--- src/rtl/subterranean_din_packer.sv ---
// Frames a byte-length message of 32-bit LE words into Subterranean duplex
// (din, din_size) calls, adding the trailing empty block plus blank_rounds.
// Ports: clk, arstn (sync active-high reset), start/msg_len/blank_rounds,
//   s_data/s_valid/s_ready (word input), m_din/m_din_size/m_din_valid/
//   m_din_ready (core side), busy, done.
// Option: define SUBTERRANEAN_PACKER_SKID_EN for a registered output stage.
module subterranean_din_packer #(
  parameter int LEN_WIDTH   = 16,
  parameter int BLANK_WIDTH = 4
) (
  input  logic                   clk,
  input  logic                   arstn,
  input  logic                   start,
  input  logic [LEN_WIDTH-1:0]   msg_len,
  input  logic [BLANK_WIDTH-1:0] blank_rounds,
  input  logic [31:0]            s_data,
  input  logic                   s_valid,
  output logic                   s_ready,
  output logic [31:0]            m_din,
  output logic [2:0]             m_din_size,
  output logic                   m_din_valid,
  input  logic                   m_din_ready,
  output logic                   busy,
  output logic                   done
);

  typedef enum logic [2:0] {
    S_IDLE,
    S_DATA,
    S_PAD,
    S_BLANK,
    S_FLUSH,
    S_DONE
  } state_e;

  state_e                 state_q, state_d;
  logic [LEN_WIDTH-1:0]   rem_bytes_q, rem_bytes_d;
  logic [BLANK_WIDTH-1:0] rem_blank_q, rem_blank_d;

  logic [31:0] f_din;
  logic [2:0]  f_size;
  logic        f_valid;
  logic        f_ready;
  logic        full_w;
  logic [31:0] part_w;

`ifdef SUBTERRANEAN_PACKER_SKID_EN
  // Last block sits in the output register; wait for it before done.
  localparam state_e FIN = S_FLUSH;

  logic        ov_q;
  logic [31:0] od_q;
  logic [2:0]  os_q;

  assign f_ready = !ov_q || m_din_ready;

  always_ff @(posedge clk) begin
    if (arstn) begin
      ov_q <= 1'b0;
      od_q <= '0;
      os_q <= '0;
    end else if (f_ready) begin
      ov_q <= f_valid;
      od_q <= f_din;
      os_q <= f_size;
    end
  end

  assign m_din       = od_q;
  assign m_din_size  = os_q;
  assign m_din_valid = ov_q;
`else
  localparam state_e FIN = S_DONE;

  assign f_ready     = m_din_ready;
  assign m_din       = f_din;
  assign m_din_size  = f_size;
  assign m_din_valid = f_valid;
`endif

  assign full_w = rem_bytes_q >= LEN_WIDTH'(4);

  // Bytes at or above the remaining count are zeroed.
  always_comb begin
    part_w = '0;
    case (rem_bytes_q[1:0])
      2'd1:    part_w = {24'b0, s_data[7:0]};
      2'd2:    part_w = {16'b0, s_data[15:0]};
      2'd3:    part_w = {8'b0, s_data[23:0]};
      default: part_w = '0;
    endcase
  end

  always_ff @(posedge clk) begin
    if (arstn) begin
      state_q     <= S_IDLE;
      rem_bytes_q <= '0;
      rem_blank_q <= '0;
    end else begin
      state_q     <= state_d;
      rem_bytes_q <= rem_bytes_d;
      rem_blank_q <= rem_blank_d;
    end
  end

  always_comb begin
    state_d     = state_q;
    rem_bytes_d = rem_bytes_q;
    rem_blank_d = rem_blank_q;
    f_din       = '0;
    f_size      = '0;
    f_valid     = 1'b0;
    s_ready     = 1'b0;
    busy        = 1'b1;
    done        = 1'b0;
    unique case (state_q)
      S_IDLE: begin
        busy = 1'b0;
        if (start) begin
          rem_bytes_d = msg_len;
          rem_blank_d = blank_rounds;
          state_d     = (msg_len != '0) ? S_DATA : S_PAD;
        end
      end
      S_DATA: begin
        f_valid = s_valid;
        s_ready = f_ready;
        if (full_w) begin
          f_din  = s_data;
          f_size = 3'b100;
          if (s_valid && f_ready) begin
            rem_bytes_d = rem_bytes_q - LEN_WIDTH'(4);
            if (rem_bytes_q == LEN_WIDTH'(4))
              state_d = S_PAD;
          end
        end else begin
          f_din  = part_w;
          f_size = {1'b0, rem_bytes_q[1:0]};
          if (s_valid && f_ready) begin
            rem_bytes_d = '0;
            state_d = (rem_blank_q != '0) ? S_BLANK : FIN;
          end
        end
      end
      S_PAD: begin
        f_valid = 1'b1;
        if (f_ready)
          state_d = (rem_blank_q != '0) ? S_BLANK : FIN;
      end
      S_BLANK: begin
        f_valid = 1'b1;
        if (f_ready) begin
          rem_blank_d = rem_blank_q - BLANK_WIDTH'(1);
          if (rem_blank_q == BLANK_WIDTH'(1))
            state_d = FIN;
        end
      end
      S_FLUSH: begin
        if (m_din_ready)
          state_d = S_DONE;
      end
      S_DONE: begin
        busy    = 1'b0;
        done    = 1'b1;
        state_d = S_IDLE;
      end
      default: state_d = S_IDLE;
    endcase
  end

endmodule
--- config.mk ---
export PLATFORM = sky130hd
export DESIGN_NAME = subterranean_din_packer
export DESIGN_NICKNAME = d
export VERILOG_FILES = /design/src/rtl/subterranean_din_packer.sv
export SDC_FILE = /design/constraint.sdc
export NUM_CORES = 1
export LEC_CHECK = 0
export BUFFER_PORTS_ARGS = -buffer_cell sky130_fd_sc_hd__buf_2
export CORE_ASPECT_RATIO = 0.7
export CORE_UTILIZATION = 40
export CTS_BUF_LIST = sky130_fd_sc_hd__clkbuf_4 sky130_fd_sc_hd__clkbuf_8
export CTS_CLUSTER_DIAMETER = 40
export DETAILED_ROUTE_END_ITERATION = 6
export GPL_ROUTABILITY_DRIVEN = 1
export PLACE_DENSITY = 0.79
export SKIP_LAST_GASP = 1
export SLEW_MARGIN = 15
export SYNTH_ARGS = -nofsm -noshare
export SYNTH_HDL_FRONTEND = slang
export SYNTH_SLANG_ARGS = --single-unit
--- constraint.sdc ---
create_clock -name clk -period 5.5 [get_ports clk]
set_clock_uncertainty 0.1 [all_clocks]
set_input_delay 1.1 -clock clk [delete_from_list [all_inputs] [get_ports clk]]
set_output_delay 1.1 -clock clk [all_outputs]
set_load 0.005 [all_outputs]
==> flow_summary.yaml, run 1 <==
run_status:
  status: "finished clean"
synthesis:
  synth-simple-area-share_pct: 40.56
  synth_cells: 252
  syn_nets: 313
  async_flop_share_pct: 0
  ys.warnings.count: 0
  synth_fa_ha_area_share_pct: 2.755
  synth_compound_area_share_pct: 26.17
  synth_ff_type: "dfxtp_1"
  synth_edf_count: 0
  netlist_area_um2: 1817
  synthXorXnorAreaFrac_pct: 0.4821
  ys_seq_area_share_pct: 25.34
  avgSynthCellArea_um2: 7.209
  synthMuxAreaShare_pct: 0.5510
  synth_cell_type_count: 45
  synth_top_family_by_area: "simple AND/OR/NAND/NOR gates"
  synth_seq_cells: 23
cells_and_area:
  nNetsFinal: 402
  final_cell_mix: "buf_2, and2_1, dfxtp_1"
  ff_latch_area_um2: 460.4
  antenna_cells_inserted: 0
  multi_input_area_um2: 1287
  final_area_um2: 2382
  layout_commonest_cell: "buf_2"
  drive_above_1_share_pct: 31.76
  finish.utilization_pct: 54.71
  layout.cells.non_filler: 395
  n_fill_cell: 444
  syn2layout_area_growth_pct: 31.13
placement:
  numPortBuffers: 95
  hpwl_um: 4372
  gp_congestion: 0.9144
  dpl_cell_area_um2: 2333
  dp.cells: 391
setup_path:
  r2r-start: "rem_bytes_q[2]"
  cp_cell_sequence: "inv_1 > ha_1 > or4b_2 > nor3_1 > nand2_1 > o31a_1 > and2_1 > buf_2"
  worstSetupPathType: "flip-flop to output port"
  cp_top_family: "simple AND/OR/NAND/NOR gates"
  crit_path_start_kind: "flip-flop"
  end_kind: "output port"
  cp_num_buf_inv: 2
  arrival_ns: 3.04
  critPathMaxStageDelay_ns: 0.67
  rr_worst_depth: 8
  r2r_slack_ns: 2.59
  worst-path-stages: 8
  cp.required_ns: 4.30
  crit_slowest_cell: "or4b_2"
  r2r_end: "rem_bytes_q[2]"
  worstPathMaxFanout: 8
die:
  fp.coreArea_um2: 4354
  dieArea_um2: 4820
  die_h_um: 58.39
  rows: 20
  start_util_pct: 41.72
  die_w_um: 82.55
  io_pins: 96
power:
  finalPower_mw: 1.161
  leakage_nw: 1.119
  ir_worst_vdd_mv: 0.2151
  power.density_nw_per_um2: 487.3
routing:
  viasPerCell: 5.605
  drt_iter0_drc: 273
  vias: 2214
  drc: 0
  wl_per_cell_um: 14.70
  drt-pass1-iter-count: 4
  ant_nets: 0
  drt-total-wl_um: 5806
sta:
  drv_slew: 0
  fmaxAchievable_ghz: 0.2356
  fin_setup_tns_ns: 0
  worst_pin_slew_ns: 0.9058
  grt_setup_unrepaired: "false"
  setup_viol: 0
  max_slew_margin_pct: 39.46
  finalHoldViolations: 0
  min_period_ns: 4.245
  post-route-period-util_pct: 77.17
clocking:
  path_clk_slew_ns: 0.08
  clock_sinks: 23
  cts-root-buf: "clkbuf_8"
  clock_latency_ns: 0.27
  clockBufferDepth: 2
  cts_setup_buffers: 0
  cts_tree: "done"
  cts_hold_buf: 0
  cts.htree.levels: 1
  cts_inserted_buffers: 3
  cts-resized-gates: 0
grt:
  grt_max_degree: 28
  grt.total_usage_pct: 24.72
  grt_pass1_wl_um: 9218
  overflow: 0
  antenna_found_initial: 0
  first_global_vias: 1973
job:
  cap_violations: 0
worst_hold_path:
  worstHoldStart: "rem_blank_q[0]"
  holdCritPathClass: "flip-flop to flip-flop"
  hold_path_end: "rem_blank_q[0]"
  whs_path_depth: 2
==> state kept, by name, indices dropped and copies added (netlist names) <==
register and flops:
rem_blank_q 4, rem_bytes_q 16, state_q 3
==> cell usage after synthesis (2+ instances only) <==
library cell	instances	area (µm²)
a22oi_1	4	30.03
or4_4	2	22.52
o32ai_1	5	43.79
nor3b_1	2	15.01
a211oi_1	4	30.03
clkbuf_1	12	45.04
or3_1	3	18.77
a221oi_1	3	26.28
o21a_1	4	30.03
nor2_1	18	67.56
nand3b_1	5	37.54
and2_1	33	206.5
inv_1	7	26.28
nand3_1	8	40.04
o31ai_1	3	22.52
a31oi_1	7	43.79
or2_2	3	18.77
dfxtp_1	23	460.4
ha_1	4	50.05
a21oi_1	19	95.09
nand2_1	19	71.32
nor3_1	8	40.04
nand2b_1	7	43.79
nand4_1	4	25.02
o31a_1	2	17.52
and3_1	6	37.54
nor4_1	7	43.79
o21ai_0	12	60.06
a21boi_0	2	15.01
==> worst reg2reg max path, delay by kind of cell (launching register included) <==
kind | cells | cell delay, ns
fa+ha+maj | 1 | 0.30
compound gates | 3 | 0.60
simple gates | 2 | 1.06
flops | 1 | 0.34
buf+inv | 2 | 0.37
==> report_power, final <==
part / total (mW) / internal (mW) / switching (mW)
logic: 0.750 / 0.322 / 0.428
clock network: 0.113 / 0.0567 / 0.0562
registers: 0.298 / 0.219 / 0.0791
==> worst max path at each step <==
stage,startpoint,to,slack (ns)
after detailed placement,rem_bytes_q[2],m_din[0],1.59
final,rem_bytes_q[2],m_din[0],1.26
after global routing,rem_bytes_q[2],m_din[6],1.02
after floorplan,rem_bytes_q[2],m_din[0],2.04
after CTS,rem_bytes_q[2],m_din[0],1.29
after global placement,rem_bytes_q[2],m_din[0],1.74
==> cells by family (layout without fill, tap and decap cells) <==
family	count (synthesis)	after routing
and+or+nand+nor	131	131
AOI/OAI and AO/OA	72	72
DFF	23	23
buffers and inverters	20	108
adders and majority gates	4	4
xor gates and xnor gates	1	1
muxes	1	1
==> through the flow <==
stage	setup WS, ns	hold slack (ns)
after floorplan	2.038	0.3730
after global placement	1.741	0.4028
after detailed placement	1.594	0.4134
after CTS	1.292	0.4294
after global routing	1.023	0.4400
final	1.255	0.4287
==> area by class of cell <==
type                    instances  area share, %
clock buffers                   4          2.048
inverters                       7          1.103
multi-input cells             209          54.04
flip-flops and latches         23          19.33
well taps                      55          2.889
repair buffers                 97          20.59
==> metal layers <==
layer | global-route usage, % | wire (µm) | up-vias
met1 | 35.16 | 2674 | 1009
met4 | 3.695 | 38 | 0
met5 | 0 | 0 | -
met3 | 5.736 | 445 | 5
li1 | - | - | 1101
met2 | 38.84 | 2646 | 99
Power figures use the tool's default switching activity.
==> run 2, diff against run 1 <==
PLACE_DENSITY = 0.82   (was 0.79)
clock period = 3.8 ns   (was 5.5 ns; I/O delays follow)
==> flow_summary.yaml, run 2 (same netlist as run 1, synthesis figures left out) <==
setup_path:
  r2r_slack_ns: 1.05
  end_kind: "output port"
  rr_worst_depth: 5
  worstSetupPathType: "flip-flop to output port"
  worstPathMaxFanout: 8
  cp.required_ns: 2.94
  crit_path_start_kind: "flip-flop"
  r2r-start: "rem_bytes_q[13]"
  startpoint: "rem_bytes_q[2]"
  r2r_end: "state_q[1]"
  arrival_ns: 2.71
die:
  die_h_um: 58.39
  dieArea_um2: 4820
  io_pins: 96
  start_util_pct: 41.72
  rows: 20
  die_w_um: 82.55
  fp.coreArea_um2: 4354
sta:
  setup_viol: 0
  fin_setup_tns_ns: 0
  max_slew_margin_pct: 56.06
  finalHoldViolations: 0
  worst_pin_slew_ns: 0.6530
  post-route-period-util_pct: 93.96
  fmaxAchievable_ghz: 0.2801
  min_period_ns: 3.570
  drv_slew: 0
  grt_setup_unrepaired: "false"
power:
  leakage_nw: 1.138
  power.density_nw_per_um2: 712.9
  pwr-share-clk_pct: 9.4
  power_frac_seq_pct: 24.9
  p_comb_share_pct: 65.7
  power.switching_mw: 0.8264
  p_sw_share_pct: 47.98
  ir_worst_vdd_mv: 0.3287
  intPower_mw: 0.8959
routing:
  ant_nets: 0
  drt-total-wl_um: 5797
  wl_per_cell_um: 14.53
  drt-pass1-iter-count: 5
  drt_iter0_drc: 246
  drc: 0
  dr_wl_met2_um: 2542
  routed.top_layer: "met4"
  viasPerCell: 5.707
  vias: 2277
  detailroute.wirelength.met3_um: 651
  route.layer.met1.wl_um: 2593
grt:
  antenna_found_initial: 0
  first_global_vias: 1972
  grt_pass1_wl_um: 9556
  overflow: 0
  grt.total_usage_pct: 25.57
  grt_max_degree: 28
clocking:
  cts_inserted_buffers: 3
  cts_tree: "done"
  clock_sinks: 23
  clock_latency_ns: 0.27
  cts_setup_buffers: 0
  clockBufferDepth: 2
  path_clk_slew_ns: 0.08
  cts.htree.levels: 1
  cts-root-buf: "clkbuf_8"
cells_and_area:
  drive_above_1_share_pct: 33.14
  syn2layout_area_growth_pct: 32.99
  largest_register_ffs: 16
  largest_registers: "rem_bytes_q: 16 flops, rem_blank_q: 4 flops, state_q: 3 flops"
  antenna_cells_inserted: 0
  final_cell_mix: "buf_2, and2_1, dfxtp_1"
  nNetsFinal: 406
  layout_commonest_cell: "buf_2"
  regMostFlops: "rem_bytes_q"
  final_area_um2: 2416
worst_hold_path:
  worstHoldStart: "rem_bytes_q[9]"
  holdCritPathClass: "flip-flop to flip-flop"
  whs_path_depth: 2
  hold_path_end: "rem_bytes_q[9]"
placement:
  numPortBuffers: 95
  dpl_cell_area_um2: 2357
  hpwl_um: 4403
  gp_congestion: 0.9506
run_status:
  status: "finished clean"
job:
  cap_violations: 0
run 2: timing repair:
item	in CTS	in global routing
gates resized for setup	0	3
hold buffers	0	0
setup endpoints to repair	0	14
run 2: final cells by class:
class | count | area [µm²]
Clock buffer | 4 | 48.80
Fill cell | 422 | 1938
Inverter | 7 | 26.28
Multi-Input combinational cell | 209 | 1291
Sequential cell | 23 | 460.4
Tap cell | 55 | 68.82
Timing Repair Buffer | 101 | 520.5
run 2: power by group through the flow:
| stage | Clock, mW | Combinational [mW] | Sequential (mW) |
|---|---|---|---|
| after floorplan | 0 | 0.778 | 0.383 |
| after CTS | 0.166 | 1.10 | 0.424 |
| after global placement | 0 | 1.07 | 0.428 |
| after global routing | 0.179 | 1.26 | 0.446 |
| final | 0.162 | 1.13 | 0.429 |
| after detailed placement | 0 | 1.09 | 0.429 |
run 2: worst max path at each step:
| stage | depth (start not counted) | slack (ns) | end |
|---|---|---|---|
| floorplan | 7 | 0.68 | m_din[0] |
| global placement | 9 | 0.55 | m_din[7] |
| detailed placement | 9 | 0.45 | m_din[1] |
| CTS | 9 | 0.14 | m_din[1] |
| global route | 9 | 0.07 | m_din[7] |
| finish | 9 | 0.23 | m_din[1] |
run 2: critical path: stages (launching register included):
cell and delay (ns):
dfxtp_1 0.34, inv_1 0.10, ha_2 0.25, or4b_2 0.66, nor3_2 0.13, buf_4 0.15
nand2_2 0.11, o31a_1 0.40, and2_1 0.18, buf_2 0.12
run 2: metrics by stage:
stage	instances	utilization, %	worst slack (ns)	hold slack (ns)	total power, mW
final	399	55.49	0.2295	0.4120	1.722
after CTS	399	55.26	0.1395	0.4107	1.692
after detailed placement	395	54.14	0.4456	0.3956	1.523
after floorplan	252	-	0.6777	0.3730	1.161
after global routing	399	55.49	0.07142	0.4372	1.883
after global placement	395	54.14	0.5452	0.3976	1.501
run 2: per-layer routing:
metal,vias to the layer above,GRT usage (%)
met5,-,0
met4,0,3.202
met3,2,6.667
met2,151,38.13
met1,1017,37.72
li1,1107,-
